### config.mk
export PLATFORM = sky130hd
export DESIGN_NAME = vga_scanout
export DESIGN_NICKNAME = d
export VERILOG_FILES = /design/src/rtl/vga_pkg.sv /design/src/rtl/vga_timing.sv /design/src/rtl/vga_scanout.sv
export SDC_FILE = /design/constraint.sdc
export NUM_CORES = 1
export LEC_CHECK = 0
export BUFFER_PORTS_ARGS = -buffer_cell sky130_fd_sc_hd__clkbuf_2
export CORE_MARGIN = 2
export CORE_UTILIZATION = 50
export CTS_BUF_LIST = sky130_fd_sc_hd__clkbuf_2 sky130_fd_sc_hd__clkbuf_4 sky130_fd_sc_hd__clkbuf_8
export DETAILED_ROUTE_END_ITERATION = 6
export PLACE_DENSITY = 0.71
export SYNTH_ARGS = -nofsm -noshare
export SYNTH_HDL_FRONTEND = slang
export SYNTH_SLANG_ARGS = --single-unit
### constraint.sdc
create_clock -name clock -period 2.51 [get_ports clock]
set_input_delay 0 -clock clock [delete_from_list [all_inputs] [get_ports clock]]
set_output_delay 0 -clock clock [all_outputs]
set_load 0.01 [all_outputs]
### src/rtl/vga_pkg.sv
// Shared VGA timing constants, colour type and default palette for vga_scanout.
package vga_pkg;

  localparam int H_VISIBLE = 640;
  localparam int H_FRONT   = 16;
  localparam int H_SYNC    = 96;
  localparam int H_BACK    = 48;
  localparam int V_VISIBLE = 480;
  localparam int V_FRONT   = 10;
  localparam int V_SYNC    = 2;
  localparam int V_BACK    = 33;

  localparam int H_TOTAL = H_VISIBLE + H_FRONT + H_SYNC + H_BACK;
  localparam int V_TOTAL = V_VISIBLE + V_FRONT + V_SYNC + V_BACK;

  localparam bit SYNC_ACTIVE_LOW = 1'b1;
  localparam int FB_ADDR_W = 19;

  typedef struct packed {
    logic [3:0] r;
    logic [3:0] g;
    logic [3:0] b;
  } rgb12_t;

  // Index 0 is the leftmost element.
  localparam rgb12_t [0:15] DEFAULT_PALETTE = {
    12'h000, 12'h800, 12'h080, 12'h00F,
    12'h880, 12'h808, 12'h088, 12'h888,
    12'h444, 12'hF00, 12'h0F0, 12'hFF0,
    12'hF80, 12'hF0F, 12'h0FF, 12'hFFF
  };

endpackage

### src/rtl/vga_timing.sv
// VGA raster counters: visible/sync flags for the current pixel and a frame_start
// pulse delayed to line up with the RGB output of pixel (0,0).
module vga_timing #(
  parameter int H_VISIBLE = vga_pkg::H_VISIBLE,
  parameter int H_FRONT   = vga_pkg::H_FRONT,
  parameter int H_SYNC    = vga_pkg::H_SYNC,
  parameter int H_BACK    = vga_pkg::H_BACK,
  parameter int V_VISIBLE = vga_pkg::V_VISIBLE,
  parameter int V_FRONT   = vga_pkg::V_FRONT,
  parameter int V_SYNC    = vga_pkg::V_SYNC,
  parameter int V_BACK    = vga_pkg::V_BACK
) (
  input  logic clock,
  input  logic reset,
  input  logic pix_ce,
  output logic visible,
  output logic hs_on,
  output logic vs_on,
  output logic at_wrap,
  output logic at_last_vis,
  output logic frame_start
);
  import vga_pkg::*;

  localparam int LINE_LEN    = H_VISIBLE + H_FRONT + H_SYNC + H_BACK;
  localparam int FRAME_LINES = V_VISIBLE + V_FRONT + V_SYNC + V_BACK;

  logic [9:0] hcnt_reg;
  logic [9:0] vcnt_reg;
  logic       origin_s1_reg;
  logic       frame_start_reg;
  logic       h_end;
  logic       v_end;
  logic       origin;

  assign h_end  = (hcnt_reg == 10'(LINE_LEN - 1));
  assign v_end  = (vcnt_reg == 10'(FRAME_LINES - 1));
  assign origin = (hcnt_reg == 10'd0) && (vcnt_reg == 10'd0);

  assign visible     = (hcnt_reg < 10'(H_VISIBLE)) && (vcnt_reg < 10'(V_VISIBLE));
  assign hs_on       = (hcnt_reg >= 10'(H_VISIBLE + H_FRONT)) &&
                       (hcnt_reg <  10'(H_VISIBLE + H_FRONT + H_SYNC));
  assign vs_on       = (vcnt_reg >= 10'(V_VISIBLE + V_FRONT)) &&
                       (vcnt_reg <  10'(V_VISIBLE + V_FRONT + V_SYNC));
  assign at_wrap     = h_end && v_end;
  assign at_last_vis = (hcnt_reg == 10'(H_VISIBLE - 1)) && (vcnt_reg == 10'(V_VISIBLE - 1));
  assign frame_start = frame_start_reg;

  always_ff @(posedge clock) begin
    if (reset) begin
      hcnt_reg        <= '0;
      vcnt_reg        <= '0;
      origin_s1_reg   <= 1'b0;
      frame_start_reg <= 1'b0;
    end else begin
      // One clock wide even when pix_ce is sparse.
      frame_start_reg <= pix_ce & origin_s1_reg;
      if (pix_ce) begin
        origin_s1_reg <= origin;
        if (h_end) begin
          hcnt_reg <= '0;
          vcnt_reg <= v_end ? 10'd0 : vcnt_reg + 10'd1;
        end else begin
          hcnt_reg <= hcnt_reg + 10'd1;
        end
      end
    end
  end

endmodule

### src/rtl/vga_scanout.sv
// VGA scan-out: linear framebuffer address generation, 2-tick pixel pipeline and palette.
// Define VGA_SCANOUT_PALETTE_WRITE_EN for a run-time writable palette (pal_we/pal_idx/pal_rgb).
module vga_scanout #(
  parameter int H_VISIBLE       = vga_pkg::H_VISIBLE,
  parameter int H_FRONT         = vga_pkg::H_FRONT,
  parameter int H_SYNC          = vga_pkg::H_SYNC,
  parameter int H_BACK          = vga_pkg::H_BACK,
  parameter int V_VISIBLE       = vga_pkg::V_VISIBLE,
  parameter int V_FRONT         = vga_pkg::V_FRONT,
  parameter int V_SYNC          = vga_pkg::V_SYNC,
  parameter int V_BACK          = vga_pkg::V_BACK,
  parameter bit SYNC_ACTIVE_LOW = vga_pkg::SYNC_ACTIVE_LOW
) (
  input  logic                          clock,
  input  logic                          reset,
  input  logic                          pix_ce,
  output logic [vga_pkg::FB_ADDR_W-1:0] addr_vga,
  input  logic [3:0]                    data_vga,
  output logic                          hsync,
  output logic                          vsync,
  output logic [3:0]                    vga_r,
  output logic [3:0]                    vga_g,
  output logic [3:0]                    vga_b,
  output logic                          active,
  output logic                          frame_start
`ifdef VGA_SCANOUT_PALETTE_WRITE_EN
  ,
  input  logic                          pal_we,
  input  logic [3:0]                    pal_idx,
  input  logic [11:0]                   pal_rgb
`endif
);
  import vga_pkg::*;

  logic visible, hs_on, vs_on, at_wrap, at_last_vis;

  vga_timing #(
    .H_VISIBLE(H_VISIBLE), .H_FRONT(H_FRONT), .H_SYNC(H_SYNC), .H_BACK(H_BACK),
    .V_VISIBLE(V_VISIBLE), .V_FRONT(V_FRONT), .V_SYNC(V_SYNC), .V_BACK(V_BACK)
  ) u_timing (
    .clock       (clock),
    .reset       (reset),
    .pix_ce      (pix_ce),
    .visible     (visible),
    .hs_on       (hs_on),
    .vs_on       (vs_on),
    .at_wrap     (at_wrap),
    .at_last_vis (at_last_vis),
    .frame_start (frame_start)
  );

  logic [FB_ADDR_W-1:0] pix_addr_reg;
  logic                 vis_s1_reg, hs_s1_reg, vs_s1_reg;
  logic                 ce_d_reg;
  logic [3:0]           data_hold_reg;
  logic [3:0]           pal_lookup_idx;
  rgb12_t               pal_lookup;
  rgb12_t               rgb_reg;
  logic                 active_reg, hs_reg, vs_reg;

  assign addr_vga = pix_addr_reg;

  // Address never passes the last visible pixel; it holds there until the frame wraps.
  always_ff @(posedge clock) begin
    if (reset) begin
      pix_addr_reg <= '0;
    end else if (pix_ce) begin
      if (at_wrap)
        pix_addr_reg <= '0;
      else if (visible && !at_last_vis)
        pix_addr_reg <= pix_addr_reg + FB_ADDR_W'(1);
    end
  end

  // The read data for the S0 address settles one clock after the S1 tick at the latest.
  // It is captured there, and bypassed when S2 lands on that very clock (pix_ce tied high).
  always_ff @(posedge clock) begin
    if (reset) begin
      vis_s1_reg    <= 1'b0;
      hs_s1_reg     <= 1'b0;
      vs_s1_reg     <= 1'b0;
      ce_d_reg      <= 1'b0;
      data_hold_reg <= '0;
    end else begin
      ce_d_reg <= pix_ce;
      if (ce_d_reg)
        data_hold_reg <= data_vga;
      if (pix_ce) begin
        vis_s1_reg <= visible;
        hs_s1_reg  <= hs_on;
        vs_s1_reg  <= vs_on;
      end
    end
  end

  assign pal_lookup_idx = ce_d_reg ? data_vga : data_hold_reg;

`ifdef VGA_SCANOUT_PALETTE_WRITE_EN
  rgb12_t pal_reg [16];

  always_ff @(posedge clock) begin
    if (reset) begin
      for (int i = 0; i < 16; i++)
        pal_reg[i] <= DEFAULT_PALETTE[i];
    end else if (pal_we) begin
      pal_reg[pal_idx] <= rgb12_t'(pal_rgb);
    end
  end

  assign pal_lookup = pal_reg[pal_lookup_idx];
`else
  assign pal_lookup = DEFAULT_PALETTE[pal_lookup_idx];
`endif

  always_ff @(posedge clock) begin
    if (reset) begin
      rgb_reg    <= '0;
      active_reg <= 1'b0;
      hs_reg     <= 1'b0;
      vs_reg     <= 1'b0;
    end else if (pix_ce) begin
      rgb_reg    <= vis_s1_reg ? pal_lookup : rgb12_t'(12'h000);
      active_reg <= vis_s1_reg;
      hs_reg     <= hs_s1_reg;
      vs_reg     <= vs_s1_reg;
    end
  end

  assign vga_r  = rgb_reg.r;
  assign vga_g  = rgb_reg.g;
  assign vga_b  = rgb_reg.b;
  assign active = active_reg;
  assign hsync  = SYNC_ACTIVE_LOW ? ~hs_reg : hs_reg;
  assign vsync  = SYNC_ACTIVE_LOW ? ~vs_reg : vs_reg;

endmodule

==> Yosys cells after proc, flatten, opt, wreduce, memory -nomap -nowiden <==
Memory sizes are Yosys's and may differ from the RTL's.
Index checks and enable logic that the tools add are counted.
{ "totals": {"register_bits": 64, "rom_bits": 192, "in_bits": 7, "output_inout_bits": 35, "elab_cells": 56, "mem_count": 1} }
{ "mem_list": {"columns": ["memory", "depth", "width", "rd", "rd_clocked_by_memory_dff", "wr", "line_no", "text"], "rows": [
  ["(no name shown)", 16, 12, 1, 0, 0, "vga_scanout.sv:112", "assign pal_lookup = DEFAULT_PALETTE[pal_lookup_idx];"]
]} }
{ "classes": {"add_sub_neg": 3, "n_lt_le_gt_ge": 7, "n_eq_ne": 4, "muxes": 8, "n_bitwise": 4, "reduce_logical": 13} }
{ "op_table": {"columns": ["op", "n"], "rows": [
  ["19-bit two-way mux", 2],
  ["12-bit two-way mux", 3],
  ["10-bit == test, second input constant", 3],
  ["10-bit by 1-bit adder with 10-bit output, second input constant", 2],
  ["10-bit zero test", 2],
  ["10-bit less-than comparator, second input constant", 2],
  ["10-bit by 9-bit less-than comparator with 1-bit output, second input constant", 2],
  ["10-bit two-way mux", 2],
  ["19-bit by 1-bit adder with 19-bit output, second input constant", 1],
  ["10-bit by 9-bit == test with 1-bit output, second input constant", 1],
  ["10-bit >= comparator, second input constant", 1],
  ["10-bit by 9-bit >= comparator with 1-bit output, second input constant", 1],
  ["1-bit logical AND", 7],
  ["5-bit >= comparator, second input constant", 1],
  ["4-bit inverter with 5-bit output", 1],
  ["4-bit two-way mux", 1],
  ["2-bit AND reduction", 2],
  ["1-bit inverter", 2],
  ["2-bit nonzero test", 1],
  ["1-bit bitwise AND", 1],
  ["1-bit zero test", 1]
]} }

==> Depth between registers and ports, before layout <==
Gate-level depths: netlist of the first run.
{ "depth": {"depth_word": 6, "mapped_depth": 8, "mapped_depth_nobuf": 7} }

==> By module <==
Synthesis of the first run repeated with hierarchy kept, for this count alone.
{ "hier_totals": {"cells_unflattened": 349, "area_unflattened_um2": 2952.8} }
{ "modules_own_cells": {"columns": ["mod", "n_inst", "cells_per_inst", "area_each_um2"], "rows": [
  ["vga_scanout", 1, 208, 1769.2],
  ["vga_timing", 1, 141, 1183.6]
]} }

==> Least setup slack after synthesis of the first run <==
Ideal clock, no wire load.
{ "synth_path": {"kind": "flip-flop to flip-flop", "from": "reg u_timing.vcnt_reg[0]", "to": "reg pix_addr_reg[15], in the netlist addr_vga[15]", "arrival_time_ns": 1.985, "slack_ns": 0.394, "path_stages_with_launch": 9, "n_path_buf": 1, "path_cell_list": "dfxtp_1 > inv_1 > ha_1 > or4b_4 > nor4_4 > nand3_4 > buf_2 > a221oi_2 > nor3_1"} }
{ "synth_between": {"elab_chain_cells": 6, "elab_cells_between_ends": 11} }
{ "synth_rtl": {"columns": ["element", "line_no", "text"], "rows": [
  ["from (decl)", "vga_timing.sv:29", "logic [9:0] vcnt_reg;"],
  ["from (signal assigned)", "vga_timing.sv:62", "vcnt_reg <= v_end ? 10'd0 : vcnt_reg + 10'd1;"],
  ["branches (longest 6 deep; another with 10-bit by 9-bit less-than comparator with 1-bit output)", null, null],
  ["to (signal assigned)", "vga_scanout.sv:71", "pix_addr_reg <= pix_addr_reg + FB_ADDR_W'(1);"],
  ["to (decl)", "vga_scanout.sv:52", "logic [FB_ADDR_W-1:0] pix_addr_reg;"]
]} }
Several ways; the timed one is not identified.
A chain may end at the register's enable or synchronous reset.

==> Final worst setup path of the first run <==
{ "layout_path": {"from": "reg u_timing.vcnt_reg[0]", "to": "reg pix_addr_reg[18], in the netlist addr_vga[18]"} }
The elaborated chain is that of the path after synthesis.

==> results of run 1 <==
==> through the flow <==
| stage | hold WS (ns) | total power (W) |
|---|---|---|
| 4_1_cts | 0.000810 | 0.00202 |
| 3_3_place_gp | 0.304 | 0.00114 |
| 3_5_place_dp | 0.319 | 0.00114 |
| 2_1_floorplan | 0.182 | 0.00110 |
| 6_report | 0.00587 | 0.00200 |
| 5_1_grt | 0.0347 | 0.00208 |
==> how the worst min path moves through the flow <==
stage / from / end / slack (ns)
floorplan: data_vga[0] / data_hold_reg[0] / 0.18
global placement: data_vga[0] / data_hold_reg[0] / 0.30
detailed placement: data_vga[0] / data_hold_reg[0] / 0.32
CTS: data_vga[1] / data_hold_reg[1] / 0.0008
global route: data_vga[1] / data_hold_reg[1] / 0.03
finish: data_vga[1] / data_hold_reg[1] / 0.006
==> layer usage <==
metal	wire (µm)	vias to the layer above	track usage [%]	share of wire, %
li1	-	1372	-	-
met1	3290	1240	28.5	49
met2	2990	78	32.1	45
met3	287	11	3.96	4.3
met4	108	0	11.2	1.6
met5	0	-	0	0
==> cells in the final DEF (no fill, tap or decap), drive strengths merged, types with 3 or more instances in the layout <==
| master | synthesis | layout |
|---|---|---|
| inv | 16 | 16 |
| mux2 | 3 | 3 |
| a211oi | 4 | 4 |
| nor3 | 11 | 11 |
| nand2b | 3 | 3 |
| nand2 | 42 | 42 |
| mux2i | 8 | 8 |
| xor2 | 5 | 5 |
| nor4 | 6 | 6 |
| clkbuf | 11 | 51 |
| or3 | 5 | 5 |
| ha | 5 | 5 |
| clkinvlp | 0 | 3 |
| o211ai | 3 | 3 |
| a311oi | 5 | 5 |
| a31oi | 5 | 5 |
| and3 | 4 | 4 |
| a21oi | 30 | 30 |
| nand3 | 23 | 23 |
| nor2 | 40 | 40 |
| buf | 10 | 6 |
| o21ai | 9 | 9 |
| nand4 | 9 | 9 |
| xnor2 | 12 | 12 |
| dfxtp | 61 | 61 |
==> cells by family after synthesis <==
group           count (synthesis)
xor+xnor                       17
fa+ha+maj                       5
compound gates                 72
mux                            11
buf+inv                        37
simple gates                  160
flops                          61
==> layout make-up <==
type	count	area, µm²
multi-input combinational	265	1630
sequential	61	1220
inverter	16	60.1
fill	504	2380
clock inverter	6	62.6
tap	75	93.8
timing repair buffer	49	270
clock buffer	10	138
==> report_power, final <==
group,leakage (nW),internal (W),switching [W]
logic,0.675,0.0000459,0.0000802
registers,0.494,0.000984,0.0000155
clock network,0.0943,0.000481,0.000395
total,1.26,0.00151,0.000491
==> worst max-delay path, stage by stage, from the launching register on <==
cell and delay, ns:
sky130_fd_sc_hd__dfxtp_1 0.33, sky130_fd_sc_hd__inv_1 0.09, sky130_fd_sc_hd__ha_1 0.14, sky130_fd_sc_hd__or4b_4 0.47, sky130_fd_sc_hd__nor4_4 0.31, sky130_fd_sc_hd__nand3_4 0.25, sky130_fd_sc_hd__a2111oi_4 0.43, sky130_fd_sc_hd__mux2i_1 0.22
==> timing repair <==
action                                  CTS  global route
endpoints found under the hold margin     2             0
endpoints found under the setup margin    0             0
hold buffers                              2             0
==> metrics.log, run 1 <==
[metrics] run status: complete, no violations
[metrics] setup repair after global routing missed its margin: false
[metrics] final setup vio count: 0
[metrics] worst vdd rail ir drop: 0.000365 V
[metrics] most used flip-flop cell after synthesis: sky130_fd_sc_hd__dfxtp_1
[metrics] final HPWL from detailed placement: 4600 µm
[metrics] class of the tightest hold or removal check: in2reg
[metrics] first-pass GRT wire length: 11,100 µm
[metrics] synth unique cells: between 50 and 60
[metrics] remaining max-slew budget at the tightest pin: 29.4%
[metrics] Yosys Warn Count: 0
[metrics] Horiz. Die Dim: 81.5 µm
[metrics] share of the synthesized area in compound gates (AO/OA/AOI/OAI): 16.1%
[metrics] worst flop-to-flop path endpoint: addr_vga[18]
[metrics] register-to-register setup slack: 0.19 ns
[metrics] most frequent cell after synthesis: sky130_fd_sc_hd__dfxtp_1
[metrics] Fmax: 431 MHz
[metrics] number of antenna repair diodes: 0
[metrics] startpoint-to-endpoint class of the critical path: reg2reg
[metrics] iteration-0 DRC count of the detailed router: 171
[metrics] mean instance size in the synthesized netlist: 8.28 µm²
[metrics] fraction of the cycle the final worst path needs: 92.4%
[metrics] WP data required: 2.78 ns
[metrics] Netlist Area Pre-Place: about 0.0030 mm²
[metrics] fraction of synthesized area in multiplexers: 3.79%
[metrics] number of enable-type register cells in the synthesized netlist: 0
[metrics] count of endpoints failing hold in the final timing report: 0
[metrics] Clock H-tree levels: 3
[metrics] area added between synthesis and finish: 15.6%
[metrics] proportion of register bits with asynchronous set or reset after synthesis: 0%
[metrics] worst setup path end: addr_vga[18]
[metrics] source of the worst register-to-register timing path: u_timing.vcnt_reg[0]
[metrics] worst slack at placement: 0.212 ns
[metrics] first drt pass iteration count: 4
[metrics] Placed Instance Area: approximately 0.0033 mm²
[metrics] main combinational cell family by area after synthesis: simple AND/OR/NAND/NOR gates
[metrics] share of the core filled with cells: about three fifths
[metrics] data arrival time of the critical path: 2.59 ns
[metrics] number of global-route vias before repair: 2,426
[metrics] leakage power figure: roughly 1.3 nW
[metrics] xor/xnor share of the synthesized area: 4.95%
[metrics] post-CTS setup-driven buffer insertion count: 0
[metrics] count of unresolved DRC violations after routing: 0
[metrics] maximum clock insertion buffer count: 2
[metrics] pin count of the biggest net entering global routing: 28
[metrics] cell type with the largest total area after synthesis: sky130_fd_sc_hd__dfxtp_1
[metrics] top-area cell type share of the netlist area: 40.6%
[metrics] maximum fanout along the worst path: 14
[metrics] number of max-slew violations in the final report: 0
[metrics] cell area after layout: 0.00347 mm²
[metrics] nets in the synthesized netlist: 375
[metrics] post-layout net count: 414
[metrics] Worst setup EP type: register
[metrics] Total GRT Usage: 21.2%
[metrics] post-cts repair resize count: 0
[metrics] crit path setup slack, layout: roughly 0.19 ns
[metrics] Clock Latency Late Sink: 0.34 ns
[metrics] root buffer cell: sky130_fd_sc_hd__clkbuf_8
[metrics] number of vias per cell: 5.60
[metrics] starting density of the core: a little over 50%
[metrics] Total Negative Setup Slacks: 0 ns
[metrics] Clock Sink Count: 61
[metrics] area enclosed by the die boundary: 0.00665 mm²
[metrics] clock tree from TritonCTS: done
[metrics] PwrDens: approximately 580 mW/mm²
[metrics] global route overflow: 0
[metrics] leading cell types by total area after synthesis: sky130_fd_sc_hd__dfxtp_1, sky130_fd_sc_hd__nand2_1, sky130_fd_sc_hd__a21oi_1
[metrics] number of clock buffers inserted by TritonCTS: 9
[metrics] synthesis-stage register bit count: 61
[metrics] Adder-Cell Fraction of Synth Area: 2.08%
[metrics] Die Height: roughly 82 µm
[metrics] final worst clock skew: 0.00752 ns
[metrics] synthesized-area fraction occupied by and/or/nand/nor cells: a little over a quarter
[metrics] crit path time final: 2.32 ns
[metrics] hold path cells: 3
[metrics] post-detailed-routing wire length: 6670 µm
[metrics] total I/O pin count: 42
[metrics] Layout Cells excl Fill: 482
[metrics] Reg2Reg Depth: 7
[metrics] post-detailed-route count of antenna-violating nets: 0
[metrics] commonest cells in the synthesized netlist: sky130_fd_sc_hd__dfxtp_1, sky130_fd_sc_hd__nand2_1, sky130_fd_sc_hd__nor2_1
[metrics] actual transition at the worst max-transition pin: 1.06 ns
[metrics] clock transition at the registers of the reported paths: 0.07 ns
[metrics] max reg flops: 19
[metrics] final weighted congestion of routability-driven global placement: approximately 0.86
[metrics] synthesized netlist cell count: 363
[metrics] count of port buffers added during placement: 41
[metrics] antenna violations before repair: 0
[metrics] core region area: 0.00585 mm²
[metrics] Rows: 28
[metrics] post-synthesis sequential area ratio: between 40% and 50%
[metrics] number of instances in the placed design: 464
[metrics] launch point of the worst path: u_timing.vcnt_reg[0]
[metrics] number of vias after detailed routing: approximately 2,700
[metrics] fraction of final layout cells with drive strength greater than 1: about a fifth
[metrics] post-DR wirelength/cell: 13.8 µm
[metrics] nature of the critical path startpoint: register
[metrics] max-cap check violation count: 0
Power figures use the tool's default switching activity.
==> run 2: changes to the inputs <==
- REMOVE_ABC_BUFFERS: default -> 1
- SYNTH_HIERARCHICAL: default -> 1
==> metrics.log, run 2 <==
[metrics] final setup vio count: 0 (unchanged)
[metrics] crit path time final: 2.38 ns (+0.0621 ns)
[metrics] Clock Latency Late Sink: 0.35 ns (about the same)
[metrics] met3 demand-to-capacity share in global routing: 6.00% (+2.0 points)
[metrics] clock transition at the registers of the reported paths: 0.07 ns (about the same)
[metrics] post-DR wirelength/cell: 14.1 µm (+1.7%)
[metrics] antenna violations before repair: 0 (unchanged)
[metrics] number of global-route vias before repair: 2,413 (-0.54%)
[metrics] count of unresolved DRC violations after routing: 0 (unchanged)
[metrics] most frequent cell after synthesis: sky130_fd_sc_hd__dfxtp_1
[metrics] proportion of register bits with asynchronous set or reset after synthesis: 0% (unchanged)
[metrics] mean instance size in the synthesized netlist: 8.46 µm² (+2.2%)
[metrics] Layout Cells excl Fill: 480 (-0.41%)
[metrics] WP data required: 2.79 ns (about the same)
[metrics] Fmax: 420 MHz (-2.6%)
[metrics] count of port buffers added during placement: 41 (unchanged)
[metrics] Die Height: 80.9 µm (-0.85%)
[metrics] count of endpoints failing hold in the final timing report: 0 (unchanged)
[metrics] share of the core filled with cells: 63.1% (+3.7 points)
[metrics] Worst setup EP type: register
[metrics] met2 Resource Use GR: 35.5% (+3.3 points)
[metrics] area enclosed by the die boundary: 0.00654 mm² (-1.7%)
[metrics] number of antenna repair diodes: 0 (unchanged)
[metrics] top-area cell type share of the netlist area: 41.4% (+0.74 points)
[metrics] root buffer cell: sky130_fd_sc_hd__clkbuf_8
[metrics] total I/O pin count: 42 (unchanged)
[metrics] remaining max-slew budget at the tightest pin: 55.5% (+26 points)
[metrics] number of enable-type register cells in the synthesized netlist: 0 (unchanged)
[metrics] post-layout power: 0.00188 W (-6.0%)
[metrics] leakage power figure: 1.37 nW (+8.8%)
[metrics] run status: complete, no violations
[metrics] Total GRT Usage: 22.1% (+0.89 points)
[metrics] post-cts repair resize count: 4 (+4)
[metrics] worst vdd rail ir drop: 0.000277 V (-24%)
[metrics] global route overflow: 0 (unchanged)
[metrics] worst slack at placement: -0.00549 ns (-0.217 ns)
[metrics] crit path setup slack, layout: 0.129 ns (-0.0621 ns)
[metrics] maximum fanout along the worst path: 7 (-7)
[metrics] Netlist Area Pre-Place: 0.00295 mm² (-1.8%)
[metrics] CTS hold repair buffers: 0 (-2)
[metrics] number of vias after detailed routing: 2,726 (+0.93%)
[metrics] iteration-0 DRC count of the detailed router: 103 (-40%)
[metrics] layer with the highest usage after global routing: met2
[metrics] startpoint-to-endpoint class of the critical path: reg2reg
[metrics] Horiz. Die Dim: 80.9 µm (-0.85%)
[metrics] nature of the critical path startpoint: register
[metrics] post-detailed-route count of antenna-violating nets: 0 (unchanged)
[metrics] Min-Delay Startpoint: data_vga[1]
[metrics] fraction of the cycle the final worst path needs: 94.9% (+2.5 points)
[metrics] setup repair after global routing missed its margin: false
[metrics] cell type with the largest total area after synthesis: sky130_fd_sc_hd__dfxtp_1
[metrics] final HPWL from detailed placement: 4830 µm (+5.0%)
[metrics] data arrival time of the critical path: 2.66 ns (+0.07 ns)
[metrics] actual transition at the worst max-transition pin: 0.650 ns (-0.409 ns)
[metrics] clock tree from TritonCTS: done
[metrics] crit path cell chain: ha_2 -> nand4_1 -> or3b_4 -> nor2_2 -> inv_1 -> a211o_4 -> or4_1 -> a21oi_1
[metrics] number of clock buffers inserted by TritonCTS: 9 (unchanged)
[metrics] commonest cells in the synthesized netlist: sky130_fd_sc_hd__dfxtp_1, sky130_fd_sc_hd__a21oi_1, sky130_fd_sc_hd__nand2_1, sky130_fd_sc_hd__nor2_1, sky130_fd_sc_hd__nand3_1
[metrics] number of vias per cell: 5.68 (+1.3%)
[metrics] cell with the largest stage delay on the worst path: sky130_fd_sc_hd__or4_1
[metrics] max-cap check violation count: 0 (unchanged)
[metrics] source of the worst register-to-register timing path: u_timing/hcnt_reg[0]
[metrics] post-detailed-routing wire length: 6750 µm (+1.2%)
[metrics] synthesized netlist cell count: 349 (-3.9%)
[metrics] Yosys Warn Count: 6 (+6)
[metrics] synth unique cells: 56 (+3.7%)
[metrics] max reg flops: 19 (unchanged)
[metrics] number of instances in the placed design: 465 (+0.22%)
[metrics] Clock H-tree levels: 3 (unchanged)
[metrics] fraction of final layout cells with drive strength greater than 1: 24.5% (+5.8 points)
[metrics] number of max-slew violations in the final report: 0 (unchanged)
[metrics] first-pass GRT wire length: 11,000 µm (-0.56%)
[metrics] synthesis-stage register bit count: 61 (unchanged)
[metrics] Clock Sink Count: 61 (unchanged)
[metrics] number of fill cells: 521 (+3.4%)
[metrics] first drt pass iteration count: 4 (unchanged)
[metrics] post-CTS setup-driven buffer insertion count: 0 (unchanged)
[metrics] most common cell after layout, fill and taps aside: sky130_fd_sc_hd__dfxtp_1
[metrics] final worst clock skew: 0.00972 ns (+0.00220 ns)
[metrics] maximum cell stage delay along the critical path: 0.48 ns (about the same)
[metrics] most frequent cells in the layout: sky130_fd_sc_hd__dfxtp_1, sky130_fd_sc_hd__clkbuf_2, sky130_fd_sc_hd__nand2_1, sky130_fd_sc_hd__a21oi_1, sky130_fd_sc_hd__nor2_1
[metrics] Total Negative Setup Slacks: 0 ns (unchanged)
[metrics] starting density of the core: 52.7% (+1.3 points)
[metrics] core region area: 0.00561 mm² (-4.1%)
[metrics] launch point of the worst path: u_timing/hcnt_reg[0]
[metrics] routing usage on met1: 27.2% (-1.3 points)
[metrics] pin count of the biggest net entering global routing: 33 (+18%)
[metrics] final weighted congestion of routability-driven global placement: 0.936 (+8.7%)
[metrics] most used flip-flop cell after synthesis: sky130_fd_sc_hd__dfxtp_1
[metrics] PwrDens: 532 mW/mm² (-7.7%)
[metrics] post-layout net count: 416 (+0.48%)
[metrics] leading cell types by total area after synthesis: sky130_fd_sc_hd__dfxtp_1, sky130_fd_sc_hd__a21oi_1, sky130_fd_sc_hd__nand2_1
[metrics] post-synthesis sequential area ratio: 41.4% (+0.74 points)
[metrics] area added between synthesis and finish: 19.8%
[metrics] maximum clock insertion buffer count: 2 (unchanged)
[metrics] Rows: 27 (-3.6%)
[metrics] class of the tightest hold or removal check: in2reg
## run 2: per-stage QoR
stage               hold WS, ns  instance area (µm²)
CTS                     0.00567                 3500
detailed placement        0.364                 3310
floorplan                0.0691                 2860
global placement          0.353                 3310
global route             0.0581                 3540
finish                   0.0196                 3540
## run 2: power breakdown
group | switching, W | internal [W]
Combinational | 0.0000664 | 0.0000416
Clock | 0.000367 | 0.000410
Sequential | 0.0000123 | 0.000984
## run 2: metal layers
layer | wire length (µm) | vias to the layer above | part of all wire [%]
li1 | - | 1372 | -
met1 | 3050 | 1260 | 45
met2 | 3140 | 79 | 47
met3 | 370 | 15 | 5.5
met4 | 194 | 0 | 2.9
met5 | 0 | - | 0
## run 2: kinds of logic after synthesis
logic type,Yosys count,share of synthesized area (%)
AO/OA/AOI/OAI,75,15.6
XOR/XNOR,12,3.56
adder cells (fa/ha/maj),5,2.12
buffers and inverters,29,4.66
flip-flops,61,41.4
multiplexers,11,3.86
AND/OR/NAND/NOR,156,28.9
## run 2: worst max-delay path: cells and delay by family (launching register included)
family / cells / cell delay [ns]
AND/OR/NAND/NOR: 4 / 1.14
AO/OA/AOI/OAI: 2 / 0.52
flip-flops: 1 / 0.36
adder cells (fa/ha/maj): 1 / 0.19
buffers and inverters: 1 / 0.10
## run 2: cell type report
cell class | instances | area [µm²] | area share, %
repair buffers | 61 | 355 | 10.0
clock inverters | 2 | 10.0 | 0.283
multi-input cells | 259 | 1650 | 46.7
flip-flops and latches | 61 | 1220 | 34.6
well taps | 72 | 90.1 | 2.55
inverters | 12 | 45.0 | 1.27
clock buffers | 13 | 160 | 4.53
## run 2: worst paths after layout
kind                 endpoint  slack [ns]  cells after the start
max              addr_vga[17]        0.13                      8
min          data_hold_reg[1]        0.02                      3
max reg2reg      addr_vga[17]        0.13                      8
min reg2reg          vga_g[3]        0.46                      2
==> run 3: changes to the inputs <==
- clock period: 2.51 -> 2.4 ns (I/O delays scaled with it)
==> metrics.log, run 3 (same netlist as run 2, synthesis figures left out) <==
[metrics] share of the core filled with cells: 66.2% (+3.2 points)
[metrics] number of antenna repair diodes: 0 (unchanged)
[metrics] crit path time final: 2.35 ns (-0.0324 ns)
[metrics] WP data required: 2.67 ns (-0.12 ns)
[metrics] actual transition at the worst max-transition pin: 0.634 ns (-0.0154 ns)
[metrics] antenna violations before repair: 0 (unchanged)
[metrics] most frequent cells in the layout: sky130_fd_sc_hd__dfxtp_1, sky130_fd_sc_hd__clkbuf_2, sky130_fd_sc_hd__nand2_1, sky130_fd_sc_hd__buf_4, sky130_fd_sc_hd__nor2_1
[metrics] maximum fanout along the worst path: 7 (unchanged)
[metrics] portion of total power attributed to the clock network: 47.5% (+6.2 points)
[metrics] first drt pass iteration count: 5 (+1)
[metrics] clock transition at the registers of the reported paths: 0.07 ns (about the same)
[metrics] count of port buffers added during placement: 41 (unchanged)
[metrics] max reg flops: 19 (unchanged)
[metrics] most common cell after layout, fill and taps aside: sky130_fd_sc_hd__dfxtp_1
[metrics] switching power total: 0.000480 W (+7.7%)
[metrics] number of clock buffers inserted by TritonCTS: 9 (unchanged)
[metrics] Internal Pwr Total: 0.00173 W (+20%)
[metrics] Total GRT Usage: 21.7% (-0.39 points)
[metrics] register-to-register setup slack: 0.05 ns (-0.08 ns)
[metrics] Clock H-tree levels: 3 (unchanged)
[metrics] total I/O pin count: 42 (unchanged)
[metrics] iteration-0 DRC count of the detailed router: 115 (+12%)
[metrics] Rows: 27 (unchanged)
[metrics] number of vias per cell: 5.57 (-2.0%)
[metrics] fraction of final layout cells with drive strength greater than 1: 28.5% (+4.0 points)
[metrics] data arrival time of the critical path: 2.62 ns (-0.04 ns)
[metrics] startpoint-to-endpoint class of the critical path: reg2reg
[metrics] Clock Latency Late Sink: 0.34 ns (about the same)
[metrics] global route overflow: 0 (unchanged)
[metrics] max-cap check violation count: 0 (unchanged)
[metrics] starting density of the core: 52.7% (unchanged)
[metrics] relative contribution of combinational cells to total power: 5.4% (-0.3 points)
[metrics] maximum clock insertion buffer count: 2 (unchanged)
[metrics] sequential share of power: 47.1% (-5.9 points)
[metrics] Worst setup EP type: register
[metrics] pin count of the biggest net entering global routing: 33 (unchanged)
[metrics] remaining max-slew budget at the tightest pin: 56.5% (+1.1 points)
[metrics] area added between synthesis and finish: 25.8%
[metrics] final worst clock skew: 0.00745 ns (-0.00227 ns)
[metrics] worst vdd rail ir drop: 0.000308 V (+11%)
[metrics] post-DR wirelength/cell: 13.7 µm (-2.9%)
[metrics] area enclosed by the die boundary: 0.00654 mm² (unchanged)
[metrics] final HPWL from detailed placement: 4780 µm (-1.1%)
[metrics] post-detailed-route count of antenna-violating nets: 0 (unchanged)
[metrics] Die Height: 80.9 µm (unchanged)
[metrics] fraction of the cycle the final worst path needs: 97.9% (+3.0 points)
[metrics] number of global-route vias before repair: 2,534 (+5.0%)
[metrics] class of the tightest hold or removal check: in2reg
[metrics] clock tree from TritonCTS: done
[metrics] Fmax: 426 MHz (+1.4%)
[metrics] Clock Sink Count: 61 (unchanged)
[metrics] number of max-slew violations in the final report: 0 (unchanged)
[metrics] count of unresolved DRC violations after routing: 0 (unchanged)
[metrics] cell area after layout: 0.00371 mm² (+5.0%)
[metrics] nature of the critical path startpoint: register
[metrics] post-layout power: 0.00221 W (+17%)
[metrics] final setup vio count: 0 (unchanged)
[metrics] final weighted congestion of routability-driven global placement: 0.949 (+1.4%)
[metrics] core region area: 0.00561 mm² (unchanged)
[metrics] post-detailed-routing wire length: 6730 µm (-0.28%)
[metrics] run status: complete, no violations
[metrics] setup repair after global routing missed its margin: true
[metrics] root buffer cell: sky130_fd_sc_hd__clkbuf_8
[metrics] worst slack on hold paths: 0.0172 ns (-0.00238 ns)
[metrics] PwrDens: 594 mW/mm² (+12%)
[metrics] CTS hold repair buffers: 0 (unchanged)
[metrics] net switching fraction of the power: 21.8% (-1.9 points)
[metrics] number of vias after detailed routing: 2,745 (+0.70%)
[metrics] leakage power figure: 1.47 nW (+7.1%)
[metrics] post-layout net count: 428 (+2.9%)
[metrics] first-pass GRT wire length: 11,000 µm (unchanged)
[metrics] Placed Instance Area: 0.00339 mm² (+2.5%)
[metrics] count of endpoints failing hold in the final timing report: 0 (unchanged)
[metrics] Horiz. Die Dim: 80.9 µm (unchanged)
[run 3: area by class of cell]
cell class	count	area (µm²)
Multi-Input combinational cell	259	1680
Fill cell	496	1890
Timing Repair Buffer	73	445
Clock buffer	12	159
Clock inverter	4	70.1
Inverter	12	45.0
Tap cell	72	90.1
Sequential cell	61	1220
[run 3: final timing paths]
kind,startpoint,to,cells after the start
min reg2reg,vga_b[3],vga_b[3],2
max,u_timing/hcnt_reg[7],addr_vga[17],7
min,data_vga[1],data_hold_reg[1],3
max reg2reg,u_timing/hcnt_reg[7],addr_vga[17],7
[run 3: metrics by stage]
stage,TNS [ns],cells,worst slack [ns]
after floorplan,-0.936,332,-0.173
after global placement,-0.00312,476,-0.00312
after detailed placement,-0.470,476,-0.0727
after CTS,0,492,0.00410
after global routing,-0.206,493,-0.0356
final,0,493,0.0514
[run 3: worst max-delay path: stages (launching register included)]
cell and delay, ns:
sky130_fd_sc_hd__dfxtp_2 0.34, sky130_fd_sc_hd__nor4b_4 0.33, sky130_fd_sc_hd__or3b_4 0.45, sky130_fd_sc_hd__nor2_4 0.11
sky130_fd_sc_hd__inv_2 0.07, sky130_fd_sc_hd__a211o_4 0.37, sky130_fd_sc_hd__or4_1 0.47, sky130_fd_sc_hd__a21oi_1 0.13
[run 3: metal layers]
metal	GRT usage, %	routed length [µm]
met1	27.1	3180
met2	35.2	3160
met3	4.56	248
met4	11.2	144
met5	0	0
[run 3: power by group through the flow]
stage          logic [W]  clock network [W]  registers (W)
2_1_floorplan  0.0000634                  0        0.00106
3_3_place_gp    0.000115                  0        0.00106
3_5_place_dp    0.000118                  0        0.00106
4_1_cts         0.000119            0.00107        0.00104
5_1_grt         0.000133            0.00111        0.00104
6_report        0.000119            0.00105        0.00104
[run 3: what timing repair did]
item	4_1_cts	5_1_grt
resized for setup	4	17
buffers inserted	0	1
endpoints found under the setup margin	10	16
pin swaps	0	9
